### src/rtl/cpu_pkg.sv
// Shared CPU definitions: ALU signal codes used by the control decoder and
// execute stage, plus the multiply/divide sequencer state encoding.
package cpu_pkg;

    localparam int XLEN = 32;

    localparam logic [4:0] ALU_ADD = 5'b00000;
    localparam logic [4:0] ALU_SUB = 5'b00001;
    localparam logic [4:0] ALU_MUL = 5'b00010;
    localparam logic [4:0] ALU_DIV = 5'b00011;
    localparam logic [4:0] ALU_MOD = 5'b00100;
    localparam logic [4:0] ALU_AND = 5'b00101;
    localparam logic [4:0] ALU_OR  = 5'b00110;
    localparam logic [4:0] ALU_XOR = 5'b00111;
    localparam logic [4:0] ALU_SLL = 5'b01000;
    localparam logic [4:0] ALU_SRL = 5'b01001;
    localparam logic [4:0] ALU_ASR = 5'b01010;

    typedef enum logic [1:0] {
        IDLE = 2'b00,
        CALC = 2'b01,
        FIX  = 2'b10,
        DONE = 2'b11
    } mdu_state_t;

endpackage

### src/rtl/mdu_iter_core.sv
// Bit-serial datapath shared by multiply (shift-add) and divide (restoring,
// non-performing). Works on unsigned magnitudes; signs are handled outside.
module mdu_iter_core #(
    parameter int WIDTH = 32
) (
    input  logic             clk,
    input  logic             reset,
    input  logic             load,
    input  logic             step,
    input  logic             is_mul,
    input  logic [WIDTH-1:0] mag_a,
    input  logic [WIDTH-1:0] mag_b,
    output logic [WIDTH-1:0] product,
    output logic [WIDTH-1:0] quotient,
    output logic [WIDTH-1:0] remainder
);

    // acc_reg: product accumulator or partial remainder.
    // sh_a_reg: shifting multiplicand, or dividend shifting out / quotient shifting in.
    // sh_b_reg: multiplier shifting right, or the fixed divisor.
    logic [WIDTH:0]   acc_reg;
    logic [WIDTH-1:0] sh_a_reg;
    logic [WIDTH-1:0] sh_b_reg;

    logic [WIDTH:0]   lhs;
    logic [WIDTH:0]   addend;
    logic             cin;
    logic [WIDTH+1:0] sum;

    // One adder: acc + multiplicand, or trial subtract (carry out = no borrow).
    always_comb begin
        if (is_mul) begin
            lhs    = acc_reg;
            addend = sh_b_reg[0] ? {1'b0, sh_a_reg} : '0;
            cin    = 1'b0;
        end else begin
            lhs    = {acc_reg[WIDTH-1:0], sh_a_reg[WIDTH-1]};
            addend = ~{1'b0, sh_b_reg};
            cin    = 1'b1;
        end
        sum = {1'b0, lhs} + {1'b0, addend} + {{(WIDTH+1){1'b0}}, cin};
    end

    always_ff @(posedge clk or posedge reset) begin
        if (reset) begin
            acc_reg  <= '0;
            sh_a_reg <= '0;
            sh_b_reg <= '0;
        end else if (load) begin
            acc_reg  <= '0;
            sh_a_reg <= mag_a;
            sh_b_reg <= mag_b;
        end else if (step) begin
            if (is_mul) begin
                acc_reg  <= sum[WIDTH:0];
                sh_a_reg <= sh_a_reg << 1;
                sh_b_reg <= sh_b_reg >> 1;
            end else if (sum[WIDTH+1]) begin
                acc_reg  <= sum[WIDTH:0];
                sh_a_reg <= {sh_a_reg[WIDTH-2:0], 1'b1};
            end else begin
                acc_reg  <= lhs;
                sh_a_reg <= {sh_a_reg[WIDTH-2:0], 1'b0};
            end
        end
    end

    assign product   = acc_reg[WIDTH-1:0];
    assign quotient  = sh_a_reg;
    assign remainder = acc_reg[WIDTH-1:0];

endmodule

### src/rtl/mdu_sequencer.sv
// Multi-cycle MUL/DIV/MOD unit for the execute stage: stalls the pipeline,
// iterates one bit per cycle and returns the result with a one-cycle done pulse.
module mdu_sequencer
    import cpu_pkg::*;
#(
    parameter int         WIDTH  = XLEN,
    parameter logic [4:0] MUL_OP = ALU_MUL,
    parameter logic [4:0] DIV_OP = ALU_DIV,
    parameter logic [4:0] MOD_OP = ALU_MOD
) (
    input  logic             clk,
    input  logic             reset,
    input  logic             start,
    input  logic [4:0]       alu_signal,
    input  logic [WIDTH-1:0] op_a,
    input  logic [WIDTH-1:0] op_b,
    input  logic             flush,
    output logic             stall,
    output logic             busy,
    output logic             done,
    output logic [WIDTH-1:0] result,
    output logic             div_by_zero
);

    localparam int CW = $clog2(WIDTH);

    mdu_state_t       state_reg;
    logic [CW-1:0]    count_reg;
    logic [4:0]       op_reg;
    logic             sign_a_reg;
    logic             sign_b_reg;
    logic             dz_reg;
    logic             done_reg;
    logic [WIDTH-1:0] result_reg;
    logic             dbz_reg;

    logic             is_md;
    logic             accept;
    logic [WIDTH-1:0] mag_a;
    logic [WIDTH-1:0] mag_b;
    logic [WIDTH-1:0] product;
    logic [WIDTH-1:0] quotient;
    logic [WIDTH-1:0] remainder;
    logic [WIDTH-1:0] fix_value;

    assign is_md  = (alu_signal == MUL_OP) || (alu_signal == DIV_OP) || (alu_signal == MOD_OP);
    assign accept = (state_reg == IDLE) && start && is_md && !flush;
    assign mag_a  = op_a[WIDTH-1] ? -op_a : op_a;
    assign mag_b  = op_b[WIDTH-1] ? -op_b : op_b;

    mdu_iter_core #(.WIDTH(WIDTH)) u_core (
        .clk       (clk),
        .reset     (reset),
        .load      (accept),
        .step      (state_reg == CALC),
        .is_mul    (op_reg == MUL_OP),
        .mag_a     (mag_a),
        .mag_b     (mag_b),
        .product   (product),
        .quotient  (quotient),
        .remainder (remainder)
    );

    // On divide-by-zero the core still holds |op_a| in its dividend register.
    always_comb begin
        fix_value = '0;
        if (op_reg == MUL_OP) begin
            fix_value = (sign_a_reg ^ sign_b_reg) ? -product : product;
        end else if (op_reg == DIV_OP) begin
            fix_value = dz_reg ? '1 : ((sign_a_reg ^ sign_b_reg) ? -quotient : quotient);
        end else if (dz_reg) begin
            fix_value = sign_a_reg ? -quotient : quotient;
        end else begin
            fix_value = sign_a_reg ? -remainder : remainder;
        end
    end

    always_ff @(posedge clk or posedge reset) begin
        if (reset) begin
            state_reg  <= IDLE;
            count_reg  <= '0;
            op_reg     <= '0;
            sign_a_reg <= 1'b0;
            sign_b_reg <= 1'b0;
            dz_reg     <= 1'b0;
            done_reg   <= 1'b0;
            result_reg <= '0;
            dbz_reg    <= 1'b0;
        end else begin
            done_reg <= 1'b0;
            case (state_reg)
                IDLE: begin
                    if (accept) begin
                        op_reg     <= alu_signal;
                        sign_a_reg <= op_a[WIDTH-1];
                        sign_b_reg <= op_b[WIDTH-1];
                        dz_reg     <= (alu_signal != MUL_OP) && (op_b == '0);
                        count_reg  <= CW'(WIDTH - 1);
                        state_reg  <= ((alu_signal != MUL_OP) && (op_b == '0)) ? FIX : CALC;
                    end
                end
                CALC: begin
                    if (flush) begin
                        state_reg <= IDLE;
                    end else begin
                        count_reg <= count_reg - 1'b1;
                        if (count_reg == '0) begin
                            state_reg <= FIX;
                        end
                    end
                end
                FIX: begin
                    if (flush) begin
                        state_reg <= IDLE;
                    end else begin
                        result_reg <= fix_value;
                        dbz_reg    <= dz_reg;
                        done_reg   <= 1'b1;
                        state_reg  <= DONE;
                    end
                end
                DONE: state_reg <= IDLE;
                default: state_reg <= IDLE;
            endcase
        end
    end

    // Flush drops the stall in the same cycle so the redirect can proceed.
    assign stall       = !reset && (accept || (((state_reg == CALC) || (state_reg == FIX)) && !flush));
    assign busy        = (state_reg != IDLE);
    assign done        = done_reg;
    assign result      = result_reg;
    assign div_by_zero = dbz_reg;

endmodule

### config.mk
export PLATFORM = sky130hd
export DESIGN_NAME = mdu_sequencer
export DESIGN_NICKNAME = d
export VERILOG_FILES = /design/src/rtl/cpu_pkg.sv /design/src/rtl/mdu_iter_core.sv /design/src/rtl/mdu_sequencer.sv
export SDC_FILE = /design/constraint.sdc
export NUM_CORES = 1
export LEC_CHECK = 0
export ABC_AREA = 1
export CORE_ASPECT_RATIO = 1.2
export CORE_MARGIN = 5
export CORE_UTILIZATION = 55
export DETAILED_ROUTE_END_ITERATION = 6
export PLACE_DENSITY_LB_ADDON = 0.25
export REMOVE_ABC_BUFFERS = 1
export SLEW_MARGIN = 20
export SYNTH_ARGS = -nofsm -noshare
export SYNTH_HDL_FRONTEND = slang
export SYNTH_SLANG_ARGS = --single-unit
### constraint.sdc
create_clock -name clk -period 4.6 [get_ports clk]
set_input_delay 0.46 -clock clk [delete_from_list [all_inputs] [get_ports clk]]
set_output_delay 0.46 -clock clk [all_outputs]
set_load 0.02 [all_outputs]
==> out/metrics.yaml, run 1 <==
status: "finished, final reports clean"
netlist_area_um2: 14970
ys_ff_latch: 146
clk_pin_slew_worst_paths_ns: 0.07
fill_cells: 2677
finalNetCount: 2668
crit_arrival_ns: 4.23
p_leak_nw: 7.891
synth_edf_count: 0
tightest_slew_ns: 1.105
antenna_found_initial: 0
wl_per_cell_um: 20.33
ios: 109
cts.sinks: 146
cp-start-kind: "register"
post-route-period-util_pct: 84.52
rows: 66
die_w_um: 160.6
gp_congestion: 1.052
hp-class: "reg -> reg"
syn_area_per_cell_um2: 5.930
start_util_pct: 55.43
dieArea_um2: 30630
critical_path_required_ns: 4.94
worstSetupPathType: "reg -> reg"
drt_iter0_drc: 2356
syn_inst: 2524
final_hold_viol_count: 0
firstDrtPassIters: 6
slowest_stage: "dfrtp_1"
grt_pass1_vias: 16549
holdWs_ns: 0.4932
vias_per_cell: 6.161
core_um2: 27000
grt_use_total_pct: 37.41
worst_path_dominant_cell_family: "simple AND/OR/NAND/NOR gates"
p_per_area_nw_per_um2: 821.7
clockRootBuffer: "clkbuf_16"
hpwl_um: 44750
cts_inserted_buffers: 17
synth_ff_type: "dfrtp_1"
grt_max_degree: 135
cp_common_cell: "nand2_1"
post_cts_buffers: 0
overflow: 0
critPathMaxStageDelay_ns: 1.08
period_minus_slack_ns: 3.888
grt_pass1_wl_um: 91260
h-tree-depth: 4
crit_chain: "nand3_1 > o21ai_0 > inv_1 > fa_1 > fa_1 > o21ai_0 > nand2_1 > nand2_1 > nand2_1 > nand2_1 > nand2_1 > nand2_1 > nand2_1 > nand2_1 > nand2_1 > nand3_1 > nand2_1"
drv_cap: 0
finalWirelength_um: 59030
yosysWarnings: 0
ir_drop_mv: 0.8359
skew_ns: 0.01162
path_buf_inv: 1
synth_cell_types: 46
cts_hold_buf: 0
fmax_ghz: 0.2572
clk_latency_ns: 0.45
fin_util_pct: 61.91
antenna_cells: 0
setup_slack_ns: 0.7120
max_slew_margin_pct: 26.34
dieHeight_um: 190.7
ys_seq_area_share_pct: 24.41
route.detailed.drc: 0
drive_above_1_share_pct: 3.744
pre_cts_ws_ns: 0.7990
setup_viol: 0
rsz0062_at_grt: "false"
crit_path_end_kind: "register"
portBuffers: 108
cts.path.max_buffers: 2
ant_nets: 0
drv_slew: 0
critPathMaxFanout: 33
syn_to_final_growth_pct: 11.69
cts_resized: 0
vias: 17892
synthArstFlopShare_pct: 100.0
tritoncts: "yes"
largest_reg_flops: 33
==> cell type report <==
cell class / count / area [um^2] / share of cell area (%)
clock inverters: 14 / 116.4 / 0.6960
multi-input cells: 2022 / 9946 / 59.49
well taps: 340 / 425.4 / 2.545
clock buffers: 18 / 439.2 / 2.627
repair buffers: 129 / 1251 / 7.484
inverters: 235 / 887.1 / 5.306
flip-flops and latches: 146 / 3654 / 21.85
==> worst register-to-register path: stages, from the launching register on <==
cell and delay (ns):
dfrtp_1 1.08, nand3_1 0.15, o21ai_0 0.16, inv_1 0.11, fa_1 0.44, fa_1 0.41
o21ai_0 0.40, nand2_1 0.11, nand2_1 0.18, nand2_1 0.08, nand2_1 0.17, nand2_1 0.10
nand2_1 0.08, nand2_1 0.04, nand2_1 0.09, nand2_1 0.06, nand3_1 0.08, nand2_1 0.05
==> synth_stat cells (2+ instances only) <==
library cell	number	area [um^2]
a21oi_1	261	1306
a22oi_1	2	15.01
a31oi_1	8	50.05
and2_1	4	25.02
buf_1	17	63.81
buf_2	23	115.1
buf_6	3	33.78
clkbuf_1	77	289.0
clkinv_1	6	22.52
dfrtp_1	146	3654
fa_1	2	40.04
ha_1	42	525.5
inv_1	223	837.1
inv_2	6	22.52
nand2_1	716	2688
nand2_2	3	18.77
nand3_1	264	1321
nand3_4	2	35.03
nand3b_1	10	75.07
nand4_1	58	362.9
nor2_1	273	1025
nor2_2	14	87.58
nor2_4	4	45.04
nor3_1	14	70.07
nor4_1	3	18.77
o211ai_1	19	142.6
o21a_1	4	30.03
o21ai_0	179	895.9
o21ai_1	12	60.06
o21bai_1	5	37.54
o221ai_1	27	236.5
o22ai_1	11	68.82
or2_2	3	18.77
xnor2_1	20	175.2
xor2_1	52	455.4
==> cell families (layout without fill, tap and decap cells) <==
| logic type | count (synthesis) | after routing | share of synthesized area (%) |
|---|---|---|---|
| adders and majority gates | 44 | 44 | 3.778 |
| and+or+nand+nor | 1372 | 1372 | 38.98 |
| xor gates and xnor gates | 72 | 72 | 4.213 |
| DFF | 146 | 146 | 24.41 |
| buffers and inverters | 356 | 396 | 9.295 |
| AOI/OAI and AO/OA | 534 | 534 | 19.33 |
==> path summary, 6_finish.rpt <==
path	from	endpoint	slack (ns)	cells after the start
max in group asynchronous	reset	u_core.quotient[6]	3.06	3
worst min-delay path	div_by_zero	div_by_zero	0.49	2
worst min register to register	div_by_zero	div_by_zero	0.49	2
worst max-delay path	u_core.sh_b_reg[0]	u_core.acc_reg[28]	0.71	17
min in group asynchronous	reset	state_reg[1]	0.58	2
worst max register to register	u_core.sh_b_reg[0]	u_core.acc_reg[28]	0.71	17
==> per-stage QoR <==
stage | total power [mW] | cell area (um^2) | setup TNS [ns] | cells
after global placement | 11.88 | 16160 | 0 | 2872
after floorplan | 8.835 | 14460 | -55.87 | 2403
after global routing | 14.80 | 16720 | 0 | 2904
after detailed placement | 12.01 | 16160 | 0 | 2872
after CTS | 13.45 | 16710 | 0 | 2904
final | 13.74 | 16720 | 0 | 2904
==> per-layer routing <==
metal	GRT usage, %	part of all wire (%)	vias up
met5	0	0	-
met1	49.14	40	8195
met4	22.01	6.6	0
met2	57.93	44	1080
met3	6.443	9.1	192
li1	-	-	8425
==> placed cells by master, fill, tap and decap left out, drive strengths merged, types with 4 or more instances in the layout <==
master,count
a21oi,262
a31oi,8
and2,4
buf,21
clkbuf,18
clkdlybuf4s50,108
clkinv,7
dfrtp,146
ha,42
inv,239
nand2,719
nand3,267
nand3b,10
nand4,58
nor2,291
nor3,16
o211ai,19
o21a,4
o21ai,192
o21bai,5
o221ai,27
o22ai,11
xnor2,20
xor2,52
==> where the power goes <==
group          switching, mW  internal, mW
logic                   6.60          3.05
clock network          0.668         0.722
registers              0.853          1.85
Note: power is estimated with default switching activity, not from simulation.
==> inputs of run 2 (changes only) <==
--- a/config.mk
+++ b/config.mk
@@ -8,7 +8,7 @@
 export ABC_AREA = 1
 export CORE_ASPECT_RATIO = 1.2
 export CORE_MARGIN = 5
-export CORE_UTILIZATION = 55
+export CORE_UTILIZATION = 60
 export DETAILED_ROUTE_END_ITERATION = 6
 export PLACE_DENSITY_LB_ADDON = 0.25
 export REMOVE_ABC_BUFFERS = 1
==> constraint.sdc (replaced) <==
create_clock -name clk -period 3.8 [get_ports clk]
set_input_delay 0.38 -clock clk [delete_from_list [all_inputs] [get_ports clk]]
set_output_delay 0.38 -clock clk [all_outputs]
set_load 0.02 [all_outputs]
==> run 2 against run 1 <==
Against the previous run: first-iteration DRC count increased by 11%; core utilization is 6.8 points higher; clock skew is 0.0012 ns lower; sequential power rose by 20%; combinational power grew 22%; global-route usage increased by 2.7 points; sequential cell count is the same; highest routed layer unchanged.
==> out/metrics.yaml, run 2 (same netlist as run 1, synthesis figures left out) <==
status: "finished, final reports clean"
placed_cells: 2876  # +0.14%
max_slew_margin_pct: 46.43  # +20 points
vias_per_cell: 6.281  # +1.9%
cp_num_cells: 16  # -1
crit_chain: "nor2_2 > nand3_4 > buf_12 > o21ai_0 > ha_1 > nand2_1 > o21ai_0 > a21oi_1 > nor2_1 > nor2_4 > buf_4 > nand2_1 > nand2_1 > nand3_1 > nand2_1 > nand2_1"
setup_slack_ns: 0.1711  # -0.5409 ns
tritoncts: "yes"
cts.sinks: 146  # unchanged
portBuffers: 108  # unchanged
fill_cells: 2281  # -15%
crit_path_end_kind: "register"
worstSetupPathType: "reg -> reg"
p_per_area_nw_per_um2: 1006  # +22%
crit_arrival_ns: 3.96  # -0.27 ns
rrSetupSlack_ns: 0.17  # -0.54 ns
fmax_ghz: 0.2756  # +7.1%
hpwl_um: 44100  # -1.4%
crit_start: "op_reg[2]"
skew_ns: 0.01039  # -0.001227 ns
finalWirelength_um: 58140  # -1.5%
final_cells: 2908  # +0.14%
reg2reg_depth: 16  # -1
cts_inserted_buffers: 17  # unchanged
die_w_um: 154.2  # -4.0%
grt_pass1_wl_um: 91050  # -0.23%
post_cts_buffers: 0  # unchanged
rsz0062_at_grt: "false"
dieHeight_um: 183.0  # -4.0%
multi_input_area_um2: 9941  # about the same
drt_iter0_drc: 2613  # +11%
final_common_cell: "nand2_1"
gp_congestion: 1.049  # -0.36%
clk_pin_slew_worst_paths_ns: 0.07  # about the same
p_total_mw: 17.06  # +24%
antenna_found_initial: 0  # unchanged
reg2reg_from: "op_reg[2]"
final_cell_mix: "nand2_1, nor2_1, nand3_1"
fin_util_pct: 68.74  # +6.8 points
critPathMaxFanout: 99  # +200%
setup_viol: 0  # unchanged
slowest_stage: "o21ai_0"
core_um2: 24670  # -8.6%
drive_above_1_share_pct: 4.413  # +0.67 points
rows: 63  # -4.5%
hp-class: "in -> async"
clk_latency_ns: 0.44  # about the same
post-route-period-util_pct: 95.50  # +11 points
route.detailed.drc: 0  # unchanged
placed_area_um2: 16280  # +0.77%
antenna_cells: 0  # unchanged
drv_slew: 0  # unchanged
critical_path_required_ns: 4.13  # -0.81 ns
path_buf_inv: 2  # +1
vias: 18265  # +2.1%
overflow: 0  # unchanged
drv_cap: 0  # unchanged
cp-endpoint: "u_core.acc_reg[0]"
tightest_slew_ns: 0.8035  # -0.3014 ns
firstDrtPassIters: 6  # unchanged
seqCellArea_um2: 3654  # unchanged
fin_tns_setup_ns: 0  # unchanged
cp_common_cell: "nand2_1"
critPathMaxStageDelay_ns: 0.59  # -0.49 ns
start_util_pct: 60.67  # +5.2 points
ir_drop_mv: 0.8282  # -0.92%
largest_reg_flops: 33  # unchanged
holdWs_ns: 0.4412  # -0.05208 ns
r2r_end: "u_core.acc_reg[0]"
grt_pass1_vias: 16793  # +1.5%
final_hold_viol_count: 0  # unchanged
grt_max_degree: 100  # -26%
syn_to_final_growth_pct: 13.30
grt_use_total_pct: 40.14  # +2.7 points
pre_cts_ws_ns: 0.2583  # -0.5407 ns
p_leak_nw: 8.039  # +1.9%
cts.path.max_buffers: 2  # unchanged
h-tree-depth: 4  # unchanged
dieArea_um2: 28220  # -7.9%
cp-start-kind: "register"
fin_area_um2: 16960  # +1.4%
ios: 109  # unchanged
ant_nets: 0  # unchanged
wl_per_cell_um: 19.99  # -1.6%
clockRootBuffer: "clkbuf_16"
worst_path_dominant_cell_family: "simple AND/OR/NAND/NOR gates"
finalNetCount: 2687  # +0.71%
period_minus_slack_ns: 3.629  # -0.2591 ns
==> run 2: worst min path at each step <==
stage                   startpoint             endpoint  slack (ns)  cells after the start
6_report                     reset         state_reg[1]        0.44                      2
5_1_grt                      reset         state_reg[1]        0.50                      2
4_1_cts                      reset               dz_reg        0.46                      2
3_5_place_dp             result[0]            result[0]        0.48                      2
3_3_place_gp             result[0]            result[0]        0.47                      2
2_1_floorplan  u_core.sh_b_reg[27]  u_core.sh_b_reg[27]        0.46                      2
==> run 2: what timing repair did <==
item | CTS | global route
hold buffers | 0 | 0
endpoints found under the hold margin | 0 | 0
resized for setup | 0 | 6
endpoints found under the setup margin | 0 | 8
==> run 2: where the power goes <==
part,internal (mW),switching [mW],leakage [nW]
Clock,1.26,0.744,0.325
Sequential,2.24,0.985,1.80
Combinational,3.76,8.08,5.91
Total,7.26,9.81,8.04
==> run 2: worst register-to-register path, delay by kind of cell, from the launching register on <==
family                     cells  cell delay, ns
and+or+nand+nor               10            1.11
AOI/OAI and AO/OA              3            1.03
DFF                            1            0.40
buffers and inverters          2            0.58
adders and majority gates      1            0.41
==> run 2: final cells by class <==
cell class / instances / share of cell area, %
Clock buffer: 20 / 2.634
Clock inverter: 12 / 1.343
Tap cell: 325 / 2.398
Multi-Input combinational cell: 2022 / 58.62
Timing Repair Buffer: 148 / 8.219
Sequential cell: 146 / 21.54
Inverter: 235 / 5.246
==> run 2: metal layers <==
layer,share of wire [%],vias up,global-route usage (%)
met1,38,8236,53.15
met3,11,249,5.688
met4,7.6,0,25.02
li1,-,8494,-
met2,43,1286,61.99
met5,0,-,0
